<file path="src/rtl/branch_comp_seq.sv">
// Multi-cycle branch comparator: compares rs1/rs2 MSB-first, CHUNK bits per cycle,
// and resolves RV32I branch conditions. Optional macro: BRCOMP_EARLY_EXIT_EN.
module branch_comp_seq #(
  parameter int XLEN  = 32,
  parameter int CHUNK = 8
) (
  input  logic            clk,
  input  logic            rst,
  input  logic            in_valid,
  output logic            in_ready,
  input  logic [XLEN-1:0] rs1,
  input  logic [XLEN-1:0] rs2,
  input  logic [2:0]      funct3,
  output logic            out_valid,
  input  logic            out_ready,
  output logic            br_eq,
  output logic            br_lt,
  output logic            br_taken,
  output logic            br_illegal
);

  localparam int NCHUNK = XLEN / CHUNK;
  localparam int CNT_W  = (NCHUNK > 1) ? $clog2(NCHUNK) : 1;
  localparam logic [CNT_W-1:0] LAST_CNT = CNT_W'(NCHUNK - 1);

  typedef enum logic [1:0] {
    IDLE,
    BUSY,
    DONE
  } state_t;

  state_t state, stateNext;

  logic [CNT_W-1:0] cnt, cntNext;
  logic             decided, decidedNext;
  logic             ltQ, ltNext;
  logic [XLEN-1:0]  opA, opB;
  logic [2:0]       f3Q;
  logic [CHUNK-1:0] chunkA, chunkB;
  logic             accept, finish;

  function automatic logic takenFn(input logic [2:0] f3, input logic eq, input logic lt);
    logic t;
    case (f3)
      3'b000:         t = eq;
      3'b001:         t = !eq;
      3'b100, 3'b110: t = lt;
      3'b101, 3'b111: t = !lt;
      default:        t = 1'b0;
    endcase
    return t;
  endfunction

  function automatic logic illegalFn(input logic [2:0] f3);
    return (f3[2:1] == 2'b01);
  endfunction

  assign in_ready  = (state == IDLE);
  assign out_valid = (state == DONE);

  always_ff @(posedge clk or posedge rst) begin
    if (rst) begin
      state <= IDLE;
    end else begin
      state <= stateNext;
    end
  end

  always_comb begin
    stateNext   = state;
    cntNext     = cnt;
    decidedNext = decided;
    ltNext      = ltQ;
    accept      = 1'b0;
    finish      = 1'b0;
    chunkA      = opA[XLEN-1 -: CHUNK];
    chunkB      = opB[XLEN-1 -: CHUNK];
    case (state)
      IDLE: begin
        if (in_valid) begin
          accept      = 1'b1;
          stateNext   = BUSY;
          cntNext     = '0;
          decidedNext = 1'b0;
          ltNext      = 1'b0;
        end
      end
      BUSY: begin
        cntNext = cnt + CNT_W'(1);
        // First differing chunk decides the ordering; later chunks are ignored.
        if (!decided && (chunkA != chunkB)) begin
          decidedNext = 1'b1;
          ltNext      = (chunkA < chunkB);
        end
        if (cnt == LAST_CNT) begin
          finish = 1'b1;
        end
`ifdef BRCOMP_EARLY_EXIT_EN
        if (decidedNext) begin
          finish = 1'b1;
        end
`endif
        if (finish) begin
          stateNext = DONE;
        end
      end
      DONE: begin
        if (out_ready) begin
          stateNext = IDLE;
        end
      end
      default: stateNext = IDLE;
    endcase
  end

  // Control and result registers; results persist after the handshake.
  always_ff @(posedge clk or posedge rst) begin
    if (rst) begin
      cnt        <= '0;
      decided    <= 1'b0;
      ltQ        <= 1'b0;
      br_eq      <= 1'b0;
      br_lt      <= 1'b0;
      br_taken   <= 1'b0;
      br_illegal <= 1'b0;
    end else begin
      cnt     <= cntNext;
      decided <= decidedNext;
      ltQ     <= ltNext;
      if (finish) begin
        br_eq      <= !decidedNext;
        br_lt      <= ltNext;
        br_taken   <= takenFn(f3Q, !decidedNext, ltNext);
        br_illegal <= illegalFn(f3Q);
      end
    end
  end

  // Operand shift registers; flipping the MSB in signed mode lets one unsigned compare serve both.
  always_ff @(posedge clk) begin
    if (accept) begin
      opA <= rs1 ^ {~funct3[1], {(XLEN-1){1'b0}}};
      opB <= rs2 ^ {~funct3[1], {(XLEN-1){1'b0}}};
      f3Q <= funct3;
    end else if (state == BUSY) begin
      opA <= opA << CHUNK;
      opB <= opB << CHUNK;
    end
  end

endmodule

</file>
<file path="config.mk">
export PLATFORM = sky130hd
export DESIGN_NAME = branch_comp_seq
export DESIGN_NICKNAME = d
export VERILOG_FILES = /design/src/rtl/branch_comp_seq.sv
export SDC_FILE = /design/constraint.sdc
export NUM_CORES = 1
export LEC_CHECK = 0
export ABC_CLOCK_PERIOD_IN_PS = 3700
export CAP_MARGIN = 20
export CELL_PAD_IN_SITES_DETAIL_PLACEMENT = 1
export CELL_PAD_IN_SITES_GLOBAL_PLACEMENT = 2
export CORE_MARGIN = 4
export CORE_UTILIZATION = 25
export CTS_CLUSTER_SIZE = 12
export DETAILED_ROUTE_END_ITERATION = 12
export GPL_TIMING_DRIVEN = 1
export PLACE_DENSITY_LB_ADDON = 0.1
export SETUP_SLACK_MARGIN = 0.3
export SKIP_CTS_REPAIR_TIMING = 1
export SKIP_LAST_GASP = 1
export SYNTH_ARGS = -nofsm -noshare
export SYNTH_HDL_FRONTEND = slang
export SYNTH_SLANG_ARGS = --single-unit
</file>
<file path="constraint.sdc">
create_clock -name clk -period 3.7 [get_ports clk]
set_input_delay 0.925 -clock clk [delete_from_list [all_inputs] [get_ports clk]]
set_output_delay 0.925 -clock clk [all_outputs]
set_load 0.005 [all_outputs]
</file>
==> results of run 1 <==
## cell families (layout without fill, tap and decap cells)
| logic type | after synthesis | after routing | share of synthesized area |
|---|---|---|---|
| DFF | 77 | 77 | 0.669 |
| buffers and inverters | 27 | 111 | 0.0318 |
| and+or+nand+nor | 172 | 172 | 0.211 |
| adders and majority gates | 9 | 9 | 0.0333 |
| muxes | 1 | 1 | 0.00333 |
| AOI/OAI and AO/OA | 22 | 22 | 0.0414 |
| xor gates and xnor gates | 4 | 4 | 0.0104 |
## registers in the layout, indices dropped and copies added, names as in the netlist
register and flops:
state 2, opA 32, opB 32, decided 1, cnt 2, br_taken 1
br_illegal 1, f3Q 3, br_lt 1, ltQ 1, br_eq 1
## cells in the mapped netlist, types with 2 or more instances
cell	n	share of area
o211ai_1	2	0.0044
clkbuf_1	8	0.0089
nand4_1	2	0.0037
and3_1	16	0.030
buf_2	5	0.0074
o21bai_1	2	0.0044
o21ai_0	7	0.010
dfrtp_1	10	0.074
edfxtp_1	67	0.60
inv_1	14	0.016
a21oi_1	6	0.0089
xor2_1	3	0.0078
ha_1	9	0.033
nand2_1	146	0.16
nand2b_1	3	0.0056
## routing by layer
metal | vias to the layer above | GRT usage | part of all wire
li1 | 1207 | - | -
met1 | 1057 | 0.140 | 0.46
met2 | 48 | 0.173 | 0.49
met3 | 10 | 0.0240 | 0.028
met4 | 0 | 0.0522 | 0.020
met5 | - | 0 | 0
## critical path, delay by kind of cell, from the launching register on
kind	cells	cell delay, ns
DFF	1	0.43
buffers and inverters	1	0.57
and+or+nand+nor	1	0.28
## path summary, 6_finish.rpt
check                           cells past startpoint                    to  slack (ns)                 start
max in group asynchronous                           2         ltQ$_DFF_PP0_        2.53                   rst
min in group asynchronous                           2    cnt[0]$_DFFE_PP0P_        0.88                   rst
worst min register to register                      2     br_eq$_DFFE_PP0P_        0.48     br_eq$_DFFE_PP0P_
worst max register to register                      8  br_taken$_DFFE_PP0P_        1.60  state[1]$_DFFE_PP0P_
worst min-delay path                                2     br_eq$_DFFE_PP0P_        0.48     br_eq$_DFFE_PP0P_
worst max-delay path                                2              in_ready        1.16  state[1]$_DFFE_PP0P_
## power by group through the flow
stage	combinational, mW	sequential [mW]	clock (mW)
6_report	1.11	1.65	0.979
4_1_cts	1.15	1.66	1.02
3_3_place_gp	1.13	1.67	0
3_5_place_dp	1.15	1.68	0
2_1_floorplan	0.724	1.65	0
5_1_grt	1.29	1.70	1.04
## cell type report
class,count,share of cell area
clock buffers,9,0.0480
clock inverters,6,0.0219
inverters,14,0.0112
multi-input cells,208,0.215
flip-flops and latches,77,0.482
well taps,176,0.0469
repair buffers,82,0.174
==> key figures, run 1 <==
Setup path
  • Startpoint types: flop
  • Critical path, cell by cell: nor2_2 -> clkdlybuf4s50_1
  • Arrival @ worst endpoint: 1.61 ns
  • Setup CP Type: flop to output pin
  • Crit end category: output pin
  • CP Data Required Time: 2.77 ns
  • CP max stage delay: 0.57 ns
  • Slowest CP cell: clkdlybuf4s50_1
  • Worst-path fanout max: 6

Detailed routing
  • Antenna Nets Post-Route: 0
  • Via count: 2,322
  • DRT iter0 DRCs: 104
  • WL/cell: 13.9 um
  • Via density: 4.06
  • DRC: 0
  • First-pass DRT Iterations: 3
  • Aggregate routed wire length: 7.96 mm

STA
  • Slew HR: 0.689
  • Post-route setup slack: 1.16 ns
  • Worst slew pin tran: 0.466 ns
  • Tmin final: 2.54 ns
  • RSZ-0062 raised after global routing: no
  • Period utilization: 0.686
  • Fin Setup TNS: 0 ns
  • WHS: 0.480 ns
  • Slew Viols, Final: 0
  • Final Setup Violations: 0
  • Fmax: 0.394 GHz
  • Final hold violations: 0
  • Setup Skew: 0.00648 ns

Clock network
  • Max clock buf depth: 2
  • H-tree level count: 3
  • TritonCTS buffer count: 9
  • Root buffer cell: clkbuf_16
  • CTS sink count: 77
  • Skew-Pair Late Insertion Delay: 0.33 ns
  • CTS tree: yes
  • Clock transition at path regs: 0.06 ns

Floorplanning
  • Initial Util: 0.255
  • Die W: 124 um
  • Top Ports: 77
  • Die Y: 124 um
  • Die area: 15,400 um2
  • FP Rows: 42
  • Core ar.: 13,200 um2

Power and ir drop
  • Max VDD drop: 235 uV
  • P_int: 2.62 mW
  • Total power: 3.74 mW
  • Gate power share: 0.296
  • Seq pwr share: 0.442
  • Psw: 1.12 mW
  • Switch share: 0.300
  • Power Density: 798 nW/um2
  • Clock power frac: 0.262
  • Leak: 2.05 nW

Final layout
  • Area of the multi-input gates: 1010 um2
  • Final core utilization: 0.354
  • Most frequent cells in the layout: nand2_1, clkdlybuf4s50_1, edfxtp_1
  • Fraction of layout cells with a size suffix above 1: 0.0631
  • Non-Filler Instances: 572
  • Commonest non-fill, non-tap cell in the layout: nand2_1
  • Final instance area: 4690 um2
  • Final #Nets: 472
  • Diode count: 0
  • Register area: 2260 um2
  • Filler cells: 1,520
  • Area grow syn2layout: 38.8%

Placed design
  • Placed cell areas: 4360 um2
  • Post-DP HPWL: 5.65 mm
  • Port-buffer cells: 76
  • Pre-CTS WS: 0.967 ns
  • Placed Cells: 557
  • Final RePlAce weighted congestion: 0.794

Global routing
  • Grt ovf: 0
  • Vias in the first global route: 2,492
  • First-pass GRT wire length: 13.0 mm
  • Initial antenna violation count: 0
  • Pin count of the biggest net entering global routing: 65
  • Total Routing Usage GR: 0.109

Logic synthesis
  • Synth Register Bits: 77
  • Async S/R FF share, synth: 0.130
  • Syn_nets: 392
  • Mapped Cells: 312
  • Unique cell type count in the Yosys netlist: 27
  • Primary FF master, synth: edfxtp_1
  • Post-synth EDFFs: 67
  • Sequential area share after synthesis: 0.669
  • Mapped Area: 3380 um2
  • Mean Syn Cell Area: 10.8 um2
  • Yosys warnings: 0

Job
  • Maxcap violations: 0

Hold path
  • HP Class: flop to flop

Outcome
  • Status: complete, no violations
Note: power is estimated with default switching activity, not from simulation.
==> run 2, diff against run 1 <==
- ABC_CLOCK_PERIOD_IN_PS: 3700 -> 2100
- clock period: 3.7 -> 2.1 ns (I/O delays scaled with it)
==> key figures, run 2 (synthesis results as in run 1) <==
Placed design
  • Placed cell areas: 4430 um2 (+1.6%)
  • Port-buffer cells: 76 (unchanged)
  • Post-DP HPWL: 5.82 mm (+3.0%)
  • Final RePlAce weighted congestion: 0.698 (-12%)

Clock network
  • H-tree level count: 3 (unchanged)
  • TritonCTS buffer count: 9 (unchanged)
  • CTS tree: yes
  • Root buffer cell: clkbuf_16
  • Clock transition at path regs: 0.06 ns (about the same)
  • Max clock buf depth: 2 (unchanged)
  • CTS sink count: 77 (unchanged)
  • Skew-Pair Late Insertion Delay: 0.33 ns (about the same)

STA
  • Worst slew pin tran: 0.448 ns (-0.0178 ns)
  • Slew HR: 0.701 (+0.0118)
  • RSZ-0062 raised after global routing: yes
  • Fin Setup TNS: 0 ns (unchanged)
  • Final Setup Violations: 0 (unchanged)
  • Final hold violations: 0 (unchanged)
  • Fmax: 0.531 GHz
  • Setup Skew: 0.00677 ns (+0.000293 ns)
  • Period utilization: 0.896
  • Tmin final: 1.88 ns
  • Slew Viols, Final: 0 (unchanged)

Floorplanning
  • Top Ports: 77 (unchanged)
  • Die area: 15,400 um2 (unchanged)
  • Die Y: 124 um (unchanged)
  • FP Rows: 42 (unchanged)
  • Core ar.: 13,200 um2 (unchanged)
  • Initial Util: 0.255 (unchanged)
  • Die W: 124 um (unchanged)

Final layout
  • Area grow syn2layout: 41.7%
  • Register area: 2260 um2 (unchanged)
  • Diode count: 0 (unchanged)
  • Filler cells: 1,473 (-3.1%)
  • Most frequent cells in the layout: nand2_1, clkdlybuf4s50_1, edfxtp_1
  • Fraction of layout cells with a size suffix above 1: 0.0968 (+0.0336)
  • Final core utilization: 0.362 (+0.00746)
  • Top Registers: opA x32, opB x32, f3Q x3
  • Final #Nets: 478 (+1.3%)
  • Area of the multi-input gates: 1060 um2 (+4.8%)
  • Final instance area: 4790 um2 (+2.1%)
  • Commonest non-fill, non-tap cell in the layout: nand2_1

Global routing
  • Initial antenna violation count: 0 (unchanged)
  • Vias in the first global route: 2,695 (+8.1%)
  • Pin count of the biggest net entering global routing: 44 (-32%)
  • Total Routing Usage GR: 0.108 (-0.000166)
  • Grt ovf: 0 (unchanged)
  • First-pass GRT wire length: 13.3 mm (+2.1%)

Setup path
  • Worst-path fanout max: 3 (-3)
  • FF-to-FF path depth: 7 (-1)
  • R2R Path End: br_taken$_DFFE_PP0P_
  • Reg-to-reg slack, setup: 0.22 ns (-1.38 ns)
  • Setup CP Type: flop to flop
  • CP Data Required Time: 2.32 ns (-0.45 ns)
  • Crit end category: flop
  • Critical R2R Launch: opA[30]$_DFFE_PP_
  • Startpoint types: flop
  • Arrival @ worst endpoint: 2.10 ns (+0.49 ns)

Detailed routing
  • DRT iter0 DRCs: 128 (+23%)
  • Via density: 4.07 (+0.20%)
  • Via count: 2,355 (+1.4%)
  • Antenna Nets Post-Route: 0 (unchanged)
  • WL/cell: 13.9 um (-0.46%)
  • DRC: 0 (unchanged)
  • First-pass DRT Iterations: 4 (+1)
  • Aggregate routed wire length: 8.02 mm (+0.75%)

Hold path
  • HP Class: primary input to async pin

Outcome
  • Status: complete, no violations

Power and ir drop
  • Max VDD drop: 598 uV (+150%)
  • Power Density: 1390 nW/um2 (+74%)
  • Leak: 2.10 nW (+2.5%)

Job
  • Maxcap violations: 0 (unchanged)
run 2: worst max-delay path by stage:
stage	start	end	cells after the start
6_report	opA[30]$_DFFE_PP_	br_taken$_DFFE_PP0P_	7
5_1_grt	opA[30]$_DFFE_PP_	br_taken$_DFFE_PP0P_	7
4_1_cts	state[1]$_DFFE_PP0P_	in_ready	2
3_5_place_dp	in_valid	br_taken$_DFFE_PP0P_	7
3_3_place_gp	in_valid	br_taken$_DFFE_PP0P_	7
2_1_floorplan	in_valid	opA[0]$_SDFFCE_PN0P_	3
run 2: routing by layer:
layer / global-route usage / routed length [um]
met2: 0.188 / 4030
met5: 0 / 0
met3: 0.0300 / 268
met1: 0.133 / 3620
met4: 0.0290 / 104
run 2: worst max-delay path, cell delays in order (launching register included):
cell and delay (ns):
edfxtp_1 0.42, ha_4 0.29, nand4_1 0.18, o211ai_1 0.28, nand3_1 0.11, o31a_1 0.16, xnor2_1 0.15, a41o_1 0.18
run 2: area by class of cell:
cell class,instances,area share
Inverter,14,0.0118
Clock inverter,7,0.0170
Multi-Input combinational cell,208,0.221
Sequential cell,77,0.472
Clock buffer,9,0.0470
Timing Repair Buffer,88,0.185
Tap cell,176,0.0460
run 2: report_power, final:
part | leakage (nW) | switching, mW | internal (mW)
registers | 0.838 | 0.238 | 2.69
logic | 1.11 | 1.22 | 0.933
clock network | 0.152 | 0.649 | 0.939
total | 2.10 | 2.11 | 4.56
run 2: through the flow:
| step | total power [mW] | worst slack [ns] | hold WS, ns | cells |
|---|---|---|---|---|
| final | 6.66 | 0.217 | 0.481 | 579 |
| after global routing | 7.23 | 0.0772 | 0.518 | 579 |
| after CTS | 6.72 | -0.109 | 0.490 | 577 |
| after detailed placement | 5.11 | 0.0274 | 0.476 | 561 |
| after global placement | 5.05 | 0.0695 | 0.465 | 561 |
| after floorplan | 4.20 | -0.0475 | 0.365 | 312 |
